==> src/rtl/mc_array_seq.sv <==
// Access sequencer for the 64x64 RRAM macro: one read-row or write-bit request at a time.
// Optional write-verify with retries is enabled by defining FRAISE_WRITE_VERIFY_EN.
module mc_array_seq #(
  parameter int T_SETUP   = 2,
  parameter int T_PULSE   = 4,
  parameter int T_SENSE   = 3,
  parameter int T_RECOV   = 1,
  parameter int MAX_RETRY = 3
) (
  input  logic        clk_i,
  input  logic        rst_i,
  input  logic        req_valid_i,
  output logic        req_ready_o,
  input  logic        req_we_i,
  input  logic [5:0]  req_row_i,
  input  logic [5:0]  req_col_i,
  input  logic        req_wbit_i,
  output logic        rsp_valid_o,
  output logic [63:0] rsp_data_o,
  output logic        rsp_err_o,
  output logic [31:0] cwle_o,
  output logic [31:0] cwlo_o,
  output logic [63:0] cbl_o,
  output logic [63:0] csl_o,
  output logic [63:0] cblen_o,
  output logic [63:0] din_o,
  output logic [63:0] dinb_o,
  input  logic [63:0] dout_i
);

  localparam int TMAX_A = (T_SETUP > T_PULSE) ? T_SETUP : T_PULSE;
  localparam int TMAX_B = (T_SENSE > T_RECOV) ? T_SENSE : T_RECOV;
  localparam int TMAX   = (TMAX_A > TMAX_B) ? TMAX_A : TMAX_B;
  localparam int CW     = $clog2(TMAX) + 1;

  typedef enum logic [2:0] {
    S_IDLE, S_SETUP, S_ACTIVE, S_RECOV, S_DONE
`ifdef FRAISE_WRITE_VERIFY_EN
    , S_VSETUP, S_VSENSE, S_VRECOV
`endif
  } state_t;

  state_t         state_q, state_d;
  logic [CW-1:0]  cnt_q, cnt_d;
  logic           we_q, we_d;
  logic [5:0]     row_q, row_d;
  logic [5:0]     col_q, col_d;
  logic           wbit_q, wbit_d;
  logic [63:0]    data_q, data_d;
  logic           last;
`ifdef FRAISE_WRITE_VERIFY_EN
  localparam int RW = $clog2(MAX_RETRY + 1) + 1;
  logic [RW-1:0]  retry_q, retry_d;
  logic           err_q, err_d;
`endif

  // Phase length minus one, loaded whenever a timed state is entered.
  function automatic logic [CW-1:0] phase_load(input state_t s, input logic we);
    logic [CW-1:0] v;
    v = '0;
    case (s)
      S_SETUP:  v = CW'(T_SETUP - 1);
      S_ACTIVE: v = we ? CW'(T_PULSE - 1) : CW'(T_SENSE - 1);
      S_RECOV:  v = CW'(T_RECOV - 1);
`ifdef FRAISE_WRITE_VERIFY_EN
      S_VSETUP: v = CW'(T_SETUP - 1);
      S_VSENSE: v = CW'(T_SENSE - 1);
      S_VRECOV: v = CW'(T_RECOV - 1);
`endif
      default:  v = '0;
    endcase
    return v;
  endfunction

  always_ff @(posedge clk_i or posedge rst_i) begin
    if (rst_i) begin
      state_q <= S_IDLE;
      cnt_q   <= '0;
      we_q    <= 1'b0;
      row_q   <= '0;
      col_q   <= '0;
      wbit_q  <= 1'b0;
      data_q  <= '0;
`ifdef FRAISE_WRITE_VERIFY_EN
      retry_q <= '0;
      err_q   <= 1'b0;
`endif
    end else begin
      state_q <= state_d;
      cnt_q   <= cnt_d;
      we_q    <= we_d;
      row_q   <= row_d;
      col_q   <= col_d;
      wbit_q  <= wbit_d;
      data_q  <= data_d;
`ifdef FRAISE_WRITE_VERIFY_EN
      retry_q <= retry_d;
      err_q   <= err_d;
`endif
    end
  end

  always_comb begin
    state_d = state_q;
    we_d    = we_q;
    row_d   = row_q;
    col_d   = col_q;
    wbit_d  = wbit_q;
    data_d  = data_q;
    last    = (cnt_q == '0);
`ifdef FRAISE_WRITE_VERIFY_EN
    retry_d = retry_q;
    err_d   = err_q;
`endif
    case (state_q)
      S_IDLE: begin
        if (req_valid_i) begin
          state_d = S_SETUP;
          we_d    = req_we_i;
          row_d   = req_row_i;
          col_d   = req_col_i;
          wbit_d  = req_wbit_i;
          data_d  = '0;
`ifdef FRAISE_WRITE_VERIFY_EN
          retry_d = '0;
          err_d   = 1'b0;
`endif
        end
      end
      S_SETUP:  if (last) state_d = S_ACTIVE;
      S_ACTIVE: begin
        if (last) begin
          state_d = S_RECOV;
          if (!we_q) data_d = dout_i;
        end
      end
      S_RECOV: begin
        if (last) begin
`ifdef FRAISE_WRITE_VERIFY_EN
          state_d = we_q ? S_VSETUP : S_DONE;
`else
          state_d = S_DONE;
`endif
        end
      end
      S_DONE: state_d = S_IDLE;
`ifdef FRAISE_WRITE_VERIFY_EN
      S_VSETUP: if (last) state_d = S_VSENSE;
      S_VSENSE: begin
        if (last) begin
          state_d = S_VRECOV;
          data_d  = dout_i;
        end
      end
      // Readback already sits in data_q; decide pass, retry or give up.
      S_VRECOV: begin
        if (last) begin
          if (data_q[col_q] == wbit_q) begin
            state_d = S_DONE;
          end else if (retry_q < RW'(MAX_RETRY)) begin
            retry_d = retry_q + RW'(1);
            state_d = S_SETUP;
          end else begin
            err_d   = 1'b1;
            state_d = S_DONE;
          end
        end
      end
`endif
      default: state_d = S_IDLE;
    endcase
    if (state_d != state_q) cnt_d = phase_load(state_d, we_d);
    else if (!last)         cnt_d = cnt_q - CW'(1);
    else                    cnt_d = cnt_q;
  end

  logic wl_on, col_sel, col_drv, blen;

  always_comb begin
    req_ready_o = 1'b0;
    rsp_valid_o = 1'b0;
    cwle_o      = '0;
    cwlo_o      = '0;
    cbl_o       = '0;
    csl_o       = '0;
    cblen_o     = '0;
    din_o       = '0;
    dinb_o      = '0;
    wl_on       = 1'b0;
    col_sel     = 1'b0;
    col_drv     = 1'b0;
    blen        = 1'b0;
    case (state_q)
      S_IDLE:   req_ready_o = 1'b1;
      S_SETUP: begin
        wl_on   = 1'b1;
        col_sel = we_q;
        blen    = ~we_q;
      end
      S_ACTIVE: begin
        wl_on   = 1'b1;
        col_sel = we_q;
        col_drv = we_q;
        blen    = ~we_q;
      end
`ifdef FRAISE_WRITE_VERIFY_EN
      S_VSETUP, S_VSENSE: begin
        wl_on = 1'b1;
        blen  = 1'b1;
      end
`endif
      S_DONE:   rsp_valid_o = 1'b1;
      default:  ;
    endcase
    if (wl_on) begin
      if (row_q[0]) cwlo_o[row_q[5:1]] = 1'b1;
      else          cwle_o[row_q[5:1]] = 1'b1;
    end
    if (col_sel) begin
      cbl_o[col_q] = 1'b1;
      csl_o[col_q] = 1'b1;
    end
    if (col_drv) begin
      din_o[col_q]  = wbit_q;
      dinb_o[col_q] = ~wbit_q;
    end
    if (blen) cblen_o = '1;
  end

  assign rsp_data_o = data_q;
`ifdef FRAISE_WRITE_VERIFY_EN
  assign rsp_err_o  = err_q;
`else
  assign rsp_err_o  = 1'b0;
`endif

endmodule

==> config.mk <==
export PLATFORM = sky130hd
export DESIGN_NAME = mc_array_seq
export DESIGN_NICKNAME = d
export VERILOG_FILES = /design/src/rtl/mc_array_seq.sv
export SDC_FILE = /design/constraint.sdc
export NUM_CORES = 1
export LEC_CHECK = 0
export BUFFER_PORTS_ARGS = -buffer_cell sky130_fd_sc_hd__buf_2
export CAP_MARGIN = 15
export CORE_AREA = 2 2 204 206
export CTS_CLUSTER_SIZE = 25
export DETAILED_ROUTE_END_ITERATION = 6
export DIE_AREA = 0 0 206 208
export GPL_TIMING_DRIVEN = 0
export HOLD_SLACK_MARGIN = 0.06
export PLACE_DENSITY_LB_ADDON = 0.3
export SYNTH_ARGS = -nofsm -noshare
export SYNTH_HDL_FRONTEND = slang
export SYNTH_SLANG_ARGS = --single-unit
export TNS_END_PERCENT = 5
==> constraint.sdc <==
create_clock -name clk_i -period 7.1 [get_ports clk_i]
set_input_delay 1.065 -clock clk_i [delete_from_list [all_inputs] [get_ports clk_i]]
set_output_delay 1.065 -clock clk_i [all_outputs]
set_load 0.05 [all_outputs]
==> metrics.txt, run 1 <==
first-pass GRT wire length 42,940 um; CTS buffer count 9; Switching Share 60.86%; worst-path fanout max 9; Data arrival, critical path 2.89 ns; RR Startpoint cnt_q[0]; Worst Setup End Kind output port; Fin Clk Skew 0.008080 ns; Filler Cells Inserted 4,570; initial antenna violation count 1; reg-to-reg slack, setup 5.09 ns; largest net degree at the start of global routing 48; remaining antenna violation count 0; Leak Pwr 5.607 nW; I/O pins 532; Fin. Hold Viols 0; Worst R2R Path Depth 7; vias in the first global route 6,750; gr usage total 13.32%; CTS tree yes; dpl ws 3.384 ns; syn nets 831; Tot Pwr 0.005372 W; Hold Crit Class reg -> reg; Post-Syn Area 5929 um^2; Area Growth Syn to Fin 62.06%; WHS Endpoint rsp_data_o[28]; post-synth cell types 42; Max Cap Viol 0; share of cells above drive strength 1 59.71%; clock power share 8.9%; Worst VDD drop 442.7 uV; fmax 253.1 MHz; Post-CTS Setup Repair Bufs 0; Clock Sinks 84; WL final 30,100 um; site row count 74; crit path launch type flip-flop; Mapped Cells 748; Period Utilization, post-route 55.66%; #FFs+latches synth 84; CTS resizes 0; relative slew slack 33.45%; First-pass DRT Iterations 5; Wirelength per Cell 16.45 um; Power Internal 0.002103 W; YS warnings 0; min cycle time layout 3.952 ns; WHS Path Cells 1; IO buf count 530; WS Path Type reg -> out; Die Width 206 um; CTS hold repair buffers 0; Via-to-Cell Ratio 3.923; Worst Tran Pin Value 0.9946 ns; CTS max path bufs 2; DP HPWL 25,040 um; critical path launch point col_q[1]; syn_area_per_cell 7.927 um^2; # nets final 1,376; initial DRC count 321; cell area power density 559.0 nW/um^2; diodes inserted 0; Clock Tree Root clkbuf_16; Switch Pwr 0.003269 W; CP required 6.03 ns; Sequential Power Share 15.2%; Die Ht 208 um; CORE AREA 40,550 um^2; Clock Latency Late Sink 0.35 ns; RSZ-0062 raised after global routing no; min-delay src rsp_data_o[28]; Max Slew Vio Count 0; DR DRC count 0; GRT overflow 0; final worst-path setup slack 3.148 ns; H-Tree Depth 3; initial core utilization 14.62%; Combinational Power Share 75.9%; final setup violation count 0; total number of vias 7,179; sequential share of the synthesized area 35.45%; status finished, final reports clean; area of the die 42,850 um^2; R2R Path End rsp_data_o[36]; RePlAce Congestion 0.9326; Clk pin slew, worst setup/hold paths 0.06 ns
## synth_stat cells, drive strengths merged
cell type | count | area share (%)
nor3b | 9 | 1.6
nor2 | 268 | 18
and3b | 3 | 0.44
a21oi | 2 | 0.17
or4 | 1 | 0.13
inv | 4 | 0.25
mux2 | 15 | 2.8
a211oi | 2 | 0.34
dfrtp | 84 | 35
buf | 168 | 21
xnor2 | 2 | 0.30
and2 | 1 | 0.11
clkbuf | 15 | 0.95
nand3 | 4 | 0.42
or3b | 1 | 0.15
mux2i | 1 | 0.17
nor2b | 3 | 0.44
nor3 | 6 | 0.68
a31oi | 1 | 0.11
o211a | 1 | 0.17
or2 | 1 | 0.11
ha | 2 | 0.42
or3 | 1 | 0.11
nand2b | 1 | 0.11
nand4 | 1 | 0.11
a22o | 64 | 9.5
xor2 | 1 | 0.15
conb | 1 | 0.063
nand2 | 77 | 4.9
and4b | 1 | 0.17
and3 | 3 | 0.32
nand3b | 4 | 0.51
## power groups by stage
stage                     clock (W)  sequential, W  combinational, W
after global routing       0.000513       0.000850           0.00430
after detailed placement          0       0.000812           0.00411
after CTS                  0.000496       0.000817           0.00411
after global placement            0       0.000823           0.00416
final                      0.000477       0.000817           0.00408
after floorplan                   0        0.00138           0.00270
## how the worst max path moves through the flow
stage                 end  slack, ns  cells past startpoint
2_1_floorplan  cblen_o[0]       1.52                      4
3_5_place_dp   cblen_o[7]       3.38                      8
3_3_place_gp   cblen_o[7]      -0.09                      5
4_1_cts        cblen_o[7]       2.98                      8
6_report         csl_o[1]       3.15                      6
5_1_grt        cblen_o[7]       2.85                      8
## flip-flops by register name, summed over array words and instances, names as in the netlist
| register | flops |
|---|---|
| cnt_q | 3 |
| col_q | 6 |
| row_q | 6 |
| rsp_data_o | 64 |
| state_q | 3 |
| wbit_q | 1 |
| we_q | 1 |
## cell families after synthesis
| kind of cell | Yosys count | share of synthesized area [%] |
|---|---|---|
| muxes | 16 | 3.017 |
| xor gates and xnor gates | 3 | 0.4432 |
| and+or+nand+nor | 385 | 28.57 |
| other | 1 | 0.06324 |
| adders and majority gates | 2 | 0.4220 |
| DFF | 84 | 35.45 |
| buffers and inverters | 187 | 21.80 |
| AOI/OAI and AO/OA | 70 | 10.23 |
## metrics by stage
step / TNS, ns / area, um^2 / std cells / utilization (%) / hold WS (ns)
after floorplan: 0 / 5929 / 748 / - / 0.4947
after global placement: -5.084 / 9248 / 1810 / 22.80 / 0.4785
after detailed placement: 0 / 9313 / 1814 / 22.96 / 0.4769
after CTS: 0 / 9609 / 1830 / 23.69 / 0.4982
after global routing: 0 / 9609 / 1830 / 23.69 / 0.5110
final: 0 / 9609 / 1830 / 23.69 / 0.4947
## critical path: stages, from the launching register on
cell and delay, ns:
dfrtp_1 0.35, buf_2 0.16, nor3b_2 0.69, nand2_1 0.37, nor2_1 0.51, buf_4 0.19
buf_2 0.25
## metal layers
layer | wire length, um | share of wire (%) | up-vias | track usage, %
met5 | 0 | 0 | - | 0
met4 | 643 | 2.1 | 0 | 4.286
met3 | 2326 | 7.7 | 31 | 2.459
met2 | 15900 | 53 | 375 | 25.17
met1 | 11230 | 37 | 3413 | 14.79
li1 | - | - | 3360 | -
## cell usage in the layout, fill, tap and decap left out, types with 2 or more instances in the layout
master	count
a21oi_1	2
a22o_1	64
and3_1	3
and3b_1	3
buf_2	558
buf_4	132
buf_6	9
clkbuf_1	18
clkbuf_16	9
dfrtp_1	84
ha_1	2
inv_1	3
mux2_2	15
nand2_1	77
nand3_1	3
nand3b_1	4
nor2_1	237
nor2_2	31
nor2b_1	2
nor3_1	3
nor3_2	3
nor3b_1	3
nor3b_2	6
xnor2_1	2
## layout make-up
class                      instances  area, um^2  share of cell area [%]
tap                              532       665.6                   6.927
clock inverter                     3       46.29                  0.4818
buffer                           183        1277                   13.29
inverter                           4       17.52                  0.1823
clock buffer                      13       250.2                   2.604
sequential                        84        2102                   21.88
timing repair buffer             534        2710                   28.20
multi-input combinational        477        2540                   26.43
No activity file was read; power rests on OpenSTA's default activity.
==> run 2, diff against run 1 <==
==> constraint.sdc (replaced) <==
create_clock -name clk_i -period 3.5 [get_ports clk_i]
set_input_delay 0.525 -clock clk_i [delete_from_list [all_inputs] [get_ports clk_i]]
set_output_delay 0.525 -clock clk_i [all_outputs]
set_load 0.05 [all_outputs]
==> metrics.txt, run 2 (synthesized netlist as in run 1, its figures left out) <==
DR DRC count 0; Worst Setup End Kind output port; WS Path Type reg -> out; fmax 304.7 MHz; Die Ht 208 um; Clock Latency Late Sink 0.35 ns; final worst-path setup slack 0.2177 ns; relative slew slack 37.62%; Clock Tree Root clkbuf_16; share of cells above drive strength 1 59.88%; Die Width 206 um; area of the die 42,850 um^2; RSZ-0062 raised after global routing no; max incr delay on CP 0.72 ns; CTS max path bufs 2; status finished, final reports clean; IO buf count 530; cell area power density 1130 nW/um^2; crit path cell chain buf_2 -> nor3b_2 -> nand2_1 -> nor2_1 -> buf_4 -> buf_2; Clock Sinks 84; Fin Clk Skew 0.008124 ns; slowest stage cell, crit path nor3b_2; Via-to-Cell Ratio 3.880; I/O pins 532; initial DRC count 377; Data arrival, critical path 2.76 ns; RePlAce Congestion 0.9683; gr usage total 13.25%; Hold Crit Class in -> async; First-pass DRT Iterations 5; worst-path fanout max 9; remaining antenna violation count 0; initial core utilization 14.62%; H-Tree Depth 3; CP required 2.97 ns; first-pass GRT wire length 42,890 um; largest net degree at the start of global routing 67; Core Util, Final 23.64%; Max Slew Vio Count 0; diodes inserted 0; WL final 30,460 um; min cycle time layout 3.282 ns; dpl ws 0.4978 ns; GRT overflow 0; CTS buffer count 9; Clk pin slew, worst setup/hold paths 0.07 ns; Worst Tran Pin Value 0.9323 ns; Fin. Hold Viols 0; total number of vias 7,092; max FFs per register 64; Worst VDD drop 1033 uV; Max Cap Viol 0; Leak Pwr 5.594 nW; DP HPWL 25,210 um; Area Growth Syn to Fin 61.66%; CP dominant cell by count buf_2; crit path launch type flip-flop; most common cell after layout, fill and taps aside buf_2; Tot Pwr 0.01083 W; final setup violation count 0; most frequent cells in the layout buf_2 (558), nor2_1 (237), buf_4 (131), dfrtp_1 (84), nand2_1 (77); site row count 74; CORE AREA 40,550 um^2; CTS tree yes; Period Utilization, post-route 93.78%; vias in the first global route 6,793; initial antenna violation count 2; # nets final 1,375; Wirelength per Cell 16.66 um
==> run 2: changes by cell type in the layout (fill, tap and decap cells not counted), moves of 2 or more <==
cell	before	now
clkbuf_1	18	16
buf_6	9	7
clkinv_2	0	3
buf_8	1	3
==> run 2: path summary, 6_finish.rpt <==
kind	slack, ns	cells past startpoint	endpoint	from
max	0.22	6	csl_o[1]	col_q[1]
min	0.12	2	rsp_data_o[38]	rst_i
max reg2reg	1.41	7	rsp_data_o[36]	cnt_q[0]
min reg2reg	0.49	1	rsp_data_o[54]	rsp_data_o[54]
max in group asynchronous	2.76	3	cnt_q[1]	rst_i
min in group clk_i	0.40	2	rsp_data_o[42]	dout_i[42]
==> run 2: layer usage <==
layer | global-route usage [%] | share of wire (%) | up-vias
li1 | - | - | 3348
met1 | 14.42 | 37 | 3325
met2 | 24.87 | 52 | 382
met3 | 2.992 | 8.2 | 35
met4 | 4.532 | 2.9 | 2
met5 | 0 | 0.053 | -
==> run 2: repair_timing <==
action                     CTS  global route
resized for setup            0             1
setup buffers                0             0
hold buffers                 0             0
setup endpoints to repair    0             2
==> run 2: area by class of cell <==
cell class                      instances  area (um^2)
Clock inverter                          5        30.03
Fill cell                            4623        30970
Clock buffer                           10        229.0
Timing Repair Buffer                  533         2710
Inverter                                4        17.52
Tap cell                              532        665.6
Buffer                                183         1277
Sequential cell                        84         2102
Multi-Input combinational cell        477         2554
==> run 2: power breakdown <==
| part | switching [W] | total (W) | internal, W |
|---|---|---|---|
| clock network | 0.000391 | 0.000864 | 0.000473 |
| registers | 0.000254 | 0.00167 | 0.00142 |
| logic | 0.00602 | 0.00830 | 0.00228 |
==> run 2: through the flow <==
stage | area [um^2] | hold slack [ns] | setup TNS, ns | cells
2_1_floorplan | 5941 | 0.4947 | 0 | 748
3_3_place_gp | 9259 | 0.4783 | -36.78 | 1810
3_5_place_dp | 9319 | 0.4764 | 0 | 1813
4_1_cts | 9578 | 0.1134 | 0 | 1828
5_1_grt | 9585 | 0.1347 | 0 | 1828
6_report | 9585 | 0.1206 | 0 | 1828
==> run 2: critical path: cells and delay by family (launching register included) <==
family / cells / cell delay, ns
buffers and inverters: 3 / 0.58
DFF: 1 / 0.36
and+or+nand+nor: 3 / 1.47
